File: src/rtl/impulse_monitor.sv
// impulse_monitor
//   AXI-Stream sink that checks a periodic impulse train: exactly one
//   PULSE_VAL every PERIOD beats, zeros on every other beat. It hunts for the
//   first impulse, confirms LOCK_CNT impulses in a row at the expected spacing,
//   then reports lock, the phase at which lock was acquired, and counts
//   violations seen while locked.
//
// Ports
//   clk            in   clock, all logic on the rising edge
//   rst            in   synchronous reset, active-high
//   s_axis_tdata   in   [WIDTH-1:0] stream data
//   s_axis_tvalid  in   stream valid
//   s_axis_tready  out  stream ready, low only while rst is high
//   locked         out  impulse train tracked and confirmed
//   err            out  sticky, a violation occurred while locked
//   err_cnt        out  [CNT_W-1:0] violations while locked, saturating
//   impulse_cnt    out  [CNT_W-1:0] good impulses while locked, wrapping
//   pulse_phase    out  [$clog2(PERIOD)-1:0] beat index at which lock began
module impulse_monitor #(
  parameter int             WIDTH     = 16,
  parameter int             PERIOD    = 64,
  parameter logic [WIDTH-1:0] PULSE_VAL = WIDTH'(1),
  parameter int             LOCK_CNT  = 3,
  parameter int             CNT_W     = 16
) (
  input  logic                      clk,
  input  logic                      rst,
  input  logic [WIDTH-1:0]          s_axis_tdata,
  input  logic                      s_axis_tvalid,
  output logic                      s_axis_tready,
  output logic                      locked,
  output logic                      err,
  output logic [CNT_W-1:0]          err_cnt,
  output logic [CNT_W-1:0]          impulse_cnt,
  output logic [$clog2(PERIOD)-1:0] pulse_phase
);

  localparam int PH_W   = $clog2(PERIOD);
  localparam int GOOD_W = $clog2(LOCK_CNT + 1);
  localparam logic [PH_W-1:0]   LAST_IDX = PH_W'(PERIOD - 1);
  localparam logic [GOOD_W-1:0] GOOD_MAX = GOOD_W'(LOCK_CNT);

  typedef enum logic [1:0] {
    SEEK    = 2'd0,
    ACQUIRE = 2'd1,
    LOCKED  = 2'd2
  } state_t;

  state_t state_reg, state_next;

  logic [PH_W-1:0]   beat_idx_reg;
  logic [PH_W-1:0]   ph_reg;
  logic [GOOD_W-1:0] good_reg;
  logic [PH_W-1:0]   pulse_phase_reg;
  logic              locked_reg;
  logic              err_reg;
  logic [CNT_W-1:0]  err_cnt_reg;
  logic [CNT_W-1:0]  impulse_cnt_reg;

  logic              beat;
  logic              is_pulse;
  logic              slot;
  logic              slot_ok;
  logic [GOOD_W-1:0] good_inc;

  // Action strobes decoded from state and the current beat
  logic seek_hit;
  logic acq_good;
  logic acq_fail;
  logic lock_gain;
  logic locked_good;
  logic locked_bad;

  assign beat     = s_axis_tvalid & s_axis_tready;
  assign is_pulse = (s_axis_tdata == PULSE_VAL);
  assign slot     = (ph_reg == '0);
  // In the impulse slot only PULSE_VAL is legal; everywhere else only zero.
  assign slot_ok  = slot ? is_pulse : (s_axis_tdata == '0);
  assign good_inc = good_reg + GOOD_W'(1);

  // State register
  always_ff @(posedge clk) begin
    if (rst) begin
      state_reg <= SEEK;
    end else begin
      state_reg <= state_next;
    end
  end

  // Next-state logic
  always_comb begin
    state_next = state_reg;
    if (beat) begin
      case (state_reg)
        SEEK: begin
          if (is_pulse) begin
            state_next = (LOCK_CNT == 1) ? LOCKED : ACQUIRE;
          end
        end
        ACQUIRE: begin
          if (!slot_ok) begin
            state_next = SEEK;
          end else if (slot && (good_inc == GOOD_MAX)) begin
            state_next = LOCKED;
          end
        end
        LOCKED: begin
          if (!slot_ok) begin
            state_next = SEEK;
          end
        end
        default: state_next = SEEK;
      endcase
    end
  end

  // Output / action decode
  always_comb begin
    s_axis_tready = ~rst;
    seek_hit      = 1'b0;
    acq_good      = 1'b0;
    acq_fail      = 1'b0;
    lock_gain     = 1'b0;
    locked_good   = 1'b0;
    locked_bad    = 1'b0;
    if (beat) begin
      case (state_reg)
        SEEK:    seek_hit = is_pulse;
        ACQUIRE: begin
          acq_good  = slot && slot_ok;
          acq_fail  = !slot_ok;
          lock_gain = slot && slot_ok && (good_inc == GOOD_MAX);
        end
        LOCKED: begin
          locked_good = slot && slot_ok;
          locked_bad  = !slot_ok;
        end
        default: ;
      endcase
    end
  end

  // Datapath registers; everything advances only on accepted beats.
  always_ff @(posedge clk) begin
    if (rst) begin
      beat_idx_reg    <= '0;
      ph_reg          <= '0;
      good_reg        <= '0;
      pulse_phase_reg <= '0;
      locked_reg      <= 1'b0;
      err_reg         <= 1'b0;
      err_cnt_reg     <= '0;
      impulse_cnt_reg <= '0;
    end else if (beat) begin
      beat_idx_reg <= (beat_idx_reg == LAST_IDX) ? '0 : beat_idx_reg + PH_W'(1);

      if (seek_hit) begin
        // The hit beat itself is slot 0, so the following beat is slot 1.
        pulse_phase_reg <= beat_idx_reg;
        ph_reg          <= PH_W'(1);
        good_reg        <= GOOD_W'(1);
        locked_reg      <= (LOCK_CNT == 1);
      end else begin
        ph_reg <= (ph_reg == LAST_IDX) ? '0 : ph_reg + PH_W'(1);
      end

      if (acq_good) begin
        good_reg <= good_inc;
      end
      if (acq_fail) begin
        good_reg <= '0;
      end
      if (lock_gain) begin
        locked_reg <= 1'b1;
      end
      if (locked_good) begin
        impulse_cnt_reg <= impulse_cnt_reg + CNT_W'(1);
      end
      if (locked_bad) begin
        locked_reg <= 1'b0;
        err_reg    <= 1'b1;
        good_reg   <= '0;
        if (err_cnt_reg != '1) begin
          err_cnt_reg <= err_cnt_reg + CNT_W'(1);
        end
      end
    end
  end

  assign locked      = locked_reg;
  assign err         = err_reg;
  assign err_cnt     = err_cnt_reg;
  assign impulse_cnt = impulse_cnt_reg;
  assign pulse_phase = pulse_phase_reg;

endmodule
File: config.mk
export PLATFORM = sky130hd
export DESIGN_NAME = impulse_monitor
export DESIGN_NICKNAME = d
export VERILOG_FILES = /design/src/rtl/impulse_monitor.sv
export SDC_FILE = /design/constraint.sdc
export NUM_CORES = 1
export LEC_CHECK = 0
export ABC_AREA = 1
export CAP_MARGIN = 10
export CORE_MARGIN = 8
export CORE_UTILIZATION = 45
export CTS_CLUSTER_DIAMETER = 200
export DETAILED_ROUTE_END_ITERATION = 7
export PLACE_DENSITY = 0.71
export RECOVER_POWER = 100
export SYNTH_ARGS = -nofsm -noshare
export SYNTH_HDL_FRONTEND = slang
export SYNTH_SLANG_ARGS = --single-unit
File: constraint.sdc
create_clock -name clk -period 2.31 [get_ports clk]
set_input_delay 0.3465 -clock clk [delete_from_list [all_inputs] [get_ports clk]]
set_output_delay 0.3465 -clock clk [all_outputs]
set_load 0.02 [all_outputs]
==> impl_table.tex <==
\begin{tabular}{lr}
\hline
Metric & Value \\
\hline
\multicolumn{2}{l}{\textbf{Setup path}} \\
\quad Worst R2R Setup Slack & roughly 0.40 ns \\
\quad Type of element launching the critical path & input pin \\
\quad Largest fanout on the critical path & 5 \\
\quad Capture point of the worst path & s\_axis\_tready \\
\quad Most used cell, CP & dlygate4sd3\_1 \\
\quad Reg2Reg Capture Point & err\_cnt[6] \\
\quad Worst setup EP type & output port \\
\quad Count of cells along the worst register-to-register path & 11 \\
\quad Launch point of the critical path & rst \\
\quad Slowest stage delay, CP & approximately 0.71 ns \\
\quad Worst setup path category & input pin to output port \\
\quad Required time of the worst setup path & slightly below 2 ns \\
\quad Arr. time, crit path & between 1.5 and 2 ns \\
\quad Slowest-stage cell, CP & dlygate4sd3\_1 \\
\quad Cells along the critical path & dlygate4sd3\_1 > inv\_1 > dlygate4sd3\_1 \\
\quad Beginning of the worst register-to-register path & ph\_reg[0] \\
\multicolumn{2}{l}{\textbf{Global routing}} \\
\quad All-layer global routing usage & between 10\% and 20\% \\
\quad First-pass GRT wire length & 12,200 um \\
\quad Number of antenna violations at the first check in global routing & 0 \\
\quad Largest net degree at the start of global routing & 24 \\
\quad GR Overflow Total & 0 \\
\quad Number of global-route vias before repair & 2,845 \\
\multicolumn{2}{l}{\textbf{Routing}} \\
\quad Average via count per standard cell & 4.98 \\
\quad Count of antenna-violating nets left after detailed routing & 0 \\
\quad Starting DRT DRC Count & roughly 120 \\
\quad Final Routed Wirelength & 7200 um \\
\quad Number of remaining DRC errors & 0 \\
\quad First drt pass iteration count & 4 \\
\quad Via total after detailed routing & a little under 3,000 \\
\quad Detailed-route wire length per cell & about 12 um \\
\multicolumn{2}{l}{\textbf{Run}} \\
\quad Max\_cap viols & 0 \\
\multicolumn{2}{l}{\textbf{Yosys}} \\
\quad Synthesis Warnings & 0 \\
\quad Share of synthesized area occupied by flip-flops and latches & a little over a third \\
\quad Netlist area before placement & 3090 um2 \\
\quad Synthesized netlist net count & 467 \\
\quad Gate count after technology mapping & about 440 \\
\quad Flip-flop and latch count after synthesis & 56 \\
\quad Unique cell type count in the Yosys netlist & 34 \\
\quad Synthesized area per cell & $\sim$7.0 um2 \\
\multicolumn{2}{l}{\textbf{Power}} \\
\quad Share of total power in sequential cells & $\sim$60\% \\
\quad Internal Dissipation & 0.00126 W \\
\quad Worst vdd ir & approximately 0.25 mV \\
\quad Switching power summed over all nets & between 0.0003 and 0.0004 W \\
\quad Switching fraction of total power & between 20\% and 30\% \\
\quad Power density cells & roughly 430 nW/um2 \\
\quad Relative contribution of combinational cells to total power & just over 6\% \\
\quad Clock network fraction of total power & about a third \\
\quad Static leakage power & 1.52 nW \\
\multicolumn{2}{l}{\textbf{Clocking}} \\
\quad Buffer levels on the longest clock path & 2 \\
\quad Source-to-sink clock delay at the later pin of the worst-skew pair & roughly 0.30 ns \\
\quad Hold bufs inserted after CTS & 0 \\
\quad Count of cells resized by post-cts repair & 0 \\
\quad Number of post-CTS setup repair buffers & 0 \\
\quad Clock-pin slew reported for the worst setup and hold paths after clock tree synthesis & about 0.1 ns \\
\quad CTS Buf Count & 5 \\
\quad CTS Root Cell & clkbuf\_8 \\
\quad Clock tree from TritonCTS & done \\
\quad Number of clock sinks & between 50 and 60 \\
\quad Number of levels in the clock H-tree & 2 \\
\multicolumn{2}{l}{\textbf{Timing}} \\
\quad RSZ-0062 raised after global routing & false \\
\quad Number of hold violations in the final report & 0 \\
\quad Setup violators final & 0 \\
\quad Pin slew with the least headroom to its limit & around 0.46 ns \\
\quad Shortest period the worst path allows & $\sim$2.2 ns \\
\quad Final-report max-slew violation count & 0 \\
\quad Maximum clock frequency & around 460 MHz \\
\quad Worst relative slew slack & between 60 and 70\% \\
\quad Largest clock skew in the final design & approximately 0.0061 ns \\
\quad Final worst-path cycle share & a little over nine tenths \\
\quad Setup\_tns & 0 ns \\
\quad Least setup slack across all paths after layout & around 0.11 ns \\
\multicolumn{2}{l}{\textbf{Placed design}} \\
\quad Setup slack after placement & 0.113 ns \\
\quad Count of port buffers added during placement & roughly 60 \\
\quad RD Place Congestion & $\sim$0.9 \\
\quad HPWL Detailed & 5570 um \\
\multicolumn{2}{l}{\textbf{Floorplanning}} \\
\quad Effective utilization at floorplan & 45.9\% \\
\quad Full die area & approximately 9800 um2 \\
\quad IO Count & 60 \\
\quad Die Width & 98.8 um \\
\quad Core area & about 6700 um2 \\
\quad Row Count & 30 \\
\quad Die Ht & slightly below 100 um \\
\multicolumn{2}{l}{\textbf{Cells and area}} \\
\quad Final \#Nets & between 500 and 600 \\
\quad Area Overhead vs Synth & 24.0\% \\
\quad Util after Layout & a little under three fifths \\
\quad Fraction of layout instances using a drive strength above 1 & between 5 and 6\% \\
\quad Ant diodes & 0 \\
\multicolumn{2}{l}{\textbf{Outcome}} \\
\quad Outcome & finished, final reports clean \\
\multicolumn{2}{l}{\textbf{Hold path}} \\
\quad Hold WC Path Type & register to register \\
\hline
\end{tabular}
## power by group through the flow
stage               clock, W  combinational [W]  sequential, W
CTS                 0.000595           0.000104       0.000976
finish              0.000562           0.000100       0.000975
global route        0.000631           0.000111       0.000977
floorplan                  0          0.0000525       0.000997
global placement           0           0.000102       0.000998
detailed placement         0           0.000104       0.000998
## routing by layer
metal	up-vias	track usage (%)	part of all wire, %	wire, um
li1	1557	-	-	-
met4	0	3.90	0.56	40
met3	4	3.45	3.9	283
met5	-	0	0	0
met1	1313	17.0	47	3380
met2	47	26.6	49	3500
## cell families (layout without fill, tap and decap cells)
family	Yosys count	in the layout	share of synthesized area, %
AND/OR/NAND/NOR	224	224	33.0
AO/OA/AOI/OAI	72	72	13.8
buffers and inverters	63	128	8.52
flip-flops	56	56	36.3
XOR/XNOR	21	21	5.96
adder cells (fa/ha/maj)	6	6	2.43
## cell usage after synthesis
cell type  instances  area share [%]
inv_6              1            0.28
inv_1             50             6.1
a31oi_1            1            0.20
nor3_1            17             2.8
o21ai_0           23             3.7
o21bai_1           1            0.24
nor4_1             1            0.20
inv_4              2            0.41
a211oi_1           3            0.73
ha_1               6             2.4
o2111a_1           1            0.36
nor2_2             1            0.20
nand3_2            1            0.32
xnor2_1            8             2.3
a21oi_2            8             2.3
xor2_1            13             3.7
nand2_1          100              12
nand3_1           28             4.5
a21oi_1           28             4.5
nor2_1            55             6.7
a21o_1             1            0.24
nor3_4             1            0.53
o21a_1             3            0.73
nand4_1            7             1.4
buf_4              1            0.24
nor2_8             3             1.9
clkbuf_1           6            0.73
nand2_2            9             1.8
o211ai_1           3            0.73
nand2_4            1            0.36
buf_2              1            0.16
buf_8              1            0.49
inv_2              1            0.12
dfxtp_1           56              36
## critical path: cells and delay by family
kind                   cells  cell delay [ns]
buffers and inverters      3             1.50
## stage by stage
stage               power [W]  hold slack, ns  instance area (um2)  std cells
floorplan             0.00105           0.440                 3090        442
global placement      0.00110           0.467                 3780        579
detailed placement    0.00110           0.477                 3780        579
CTS                   0.00167           0.498                 3870        587
global route          0.00172           0.505                 3830        587
finish                0.00164           0.489                 3830        587
## cell usage in the layout (no fill, tap or decap), types with 4 or more instances in the layout
| cell type | count |
|---|---|
| nand3_1 | 29 |
| a21oi_2 | 8 |
| xnor2_1 | 8 |
| clkdlybuf4s50_1 | 17 |
| o21ai_0 | 23 |
| nand4_1 | 7 |
| clkbuf_8 | 6 |
| nor3_1 | 18 |
| nand2_1 | 108 |
| inv_1 | 50 |
| buf_4 | 4 |
| ha_1 | 6 |
| nor2_1 | 56 |
| a21oi_1 | 28 |
| dlygate4sd3_1 | 42 |
| xor2_1 | 13 |
| dfxtp_1 | 56 |
## worst min-delay path by stage
stage / startpoint / end / depth (start not counted)
finish: pulse_phase[1] / pulse_phase[1] / 2
global route: locked / locked / 2
CTS: locked / locked / 2
detailed placement: pulse_phase[1] / pulse_phase[1] / 2
global placement: pulse_phase[1] / pulse_phase[1] / 2
floorplan: s_axis_tvalid / ph_reg[4] / 1
## area by class of cell
| type | instances | area (um2) |
|---|---|---|
| fillers | 666 | 2890 |
| flip-flops and latches | 56 | 1120 |
| clock inverters | 2 | 13.8 |
| repair buffers | 66 | 633 |
| well taps | 80 | 100 |
| inverters | 54 | 213 |
| multi-input cells | 323 | 1660 |
| clock buffers | 6 | 82.6 |
Note: power is estimated with default switching activity, not from simulation.
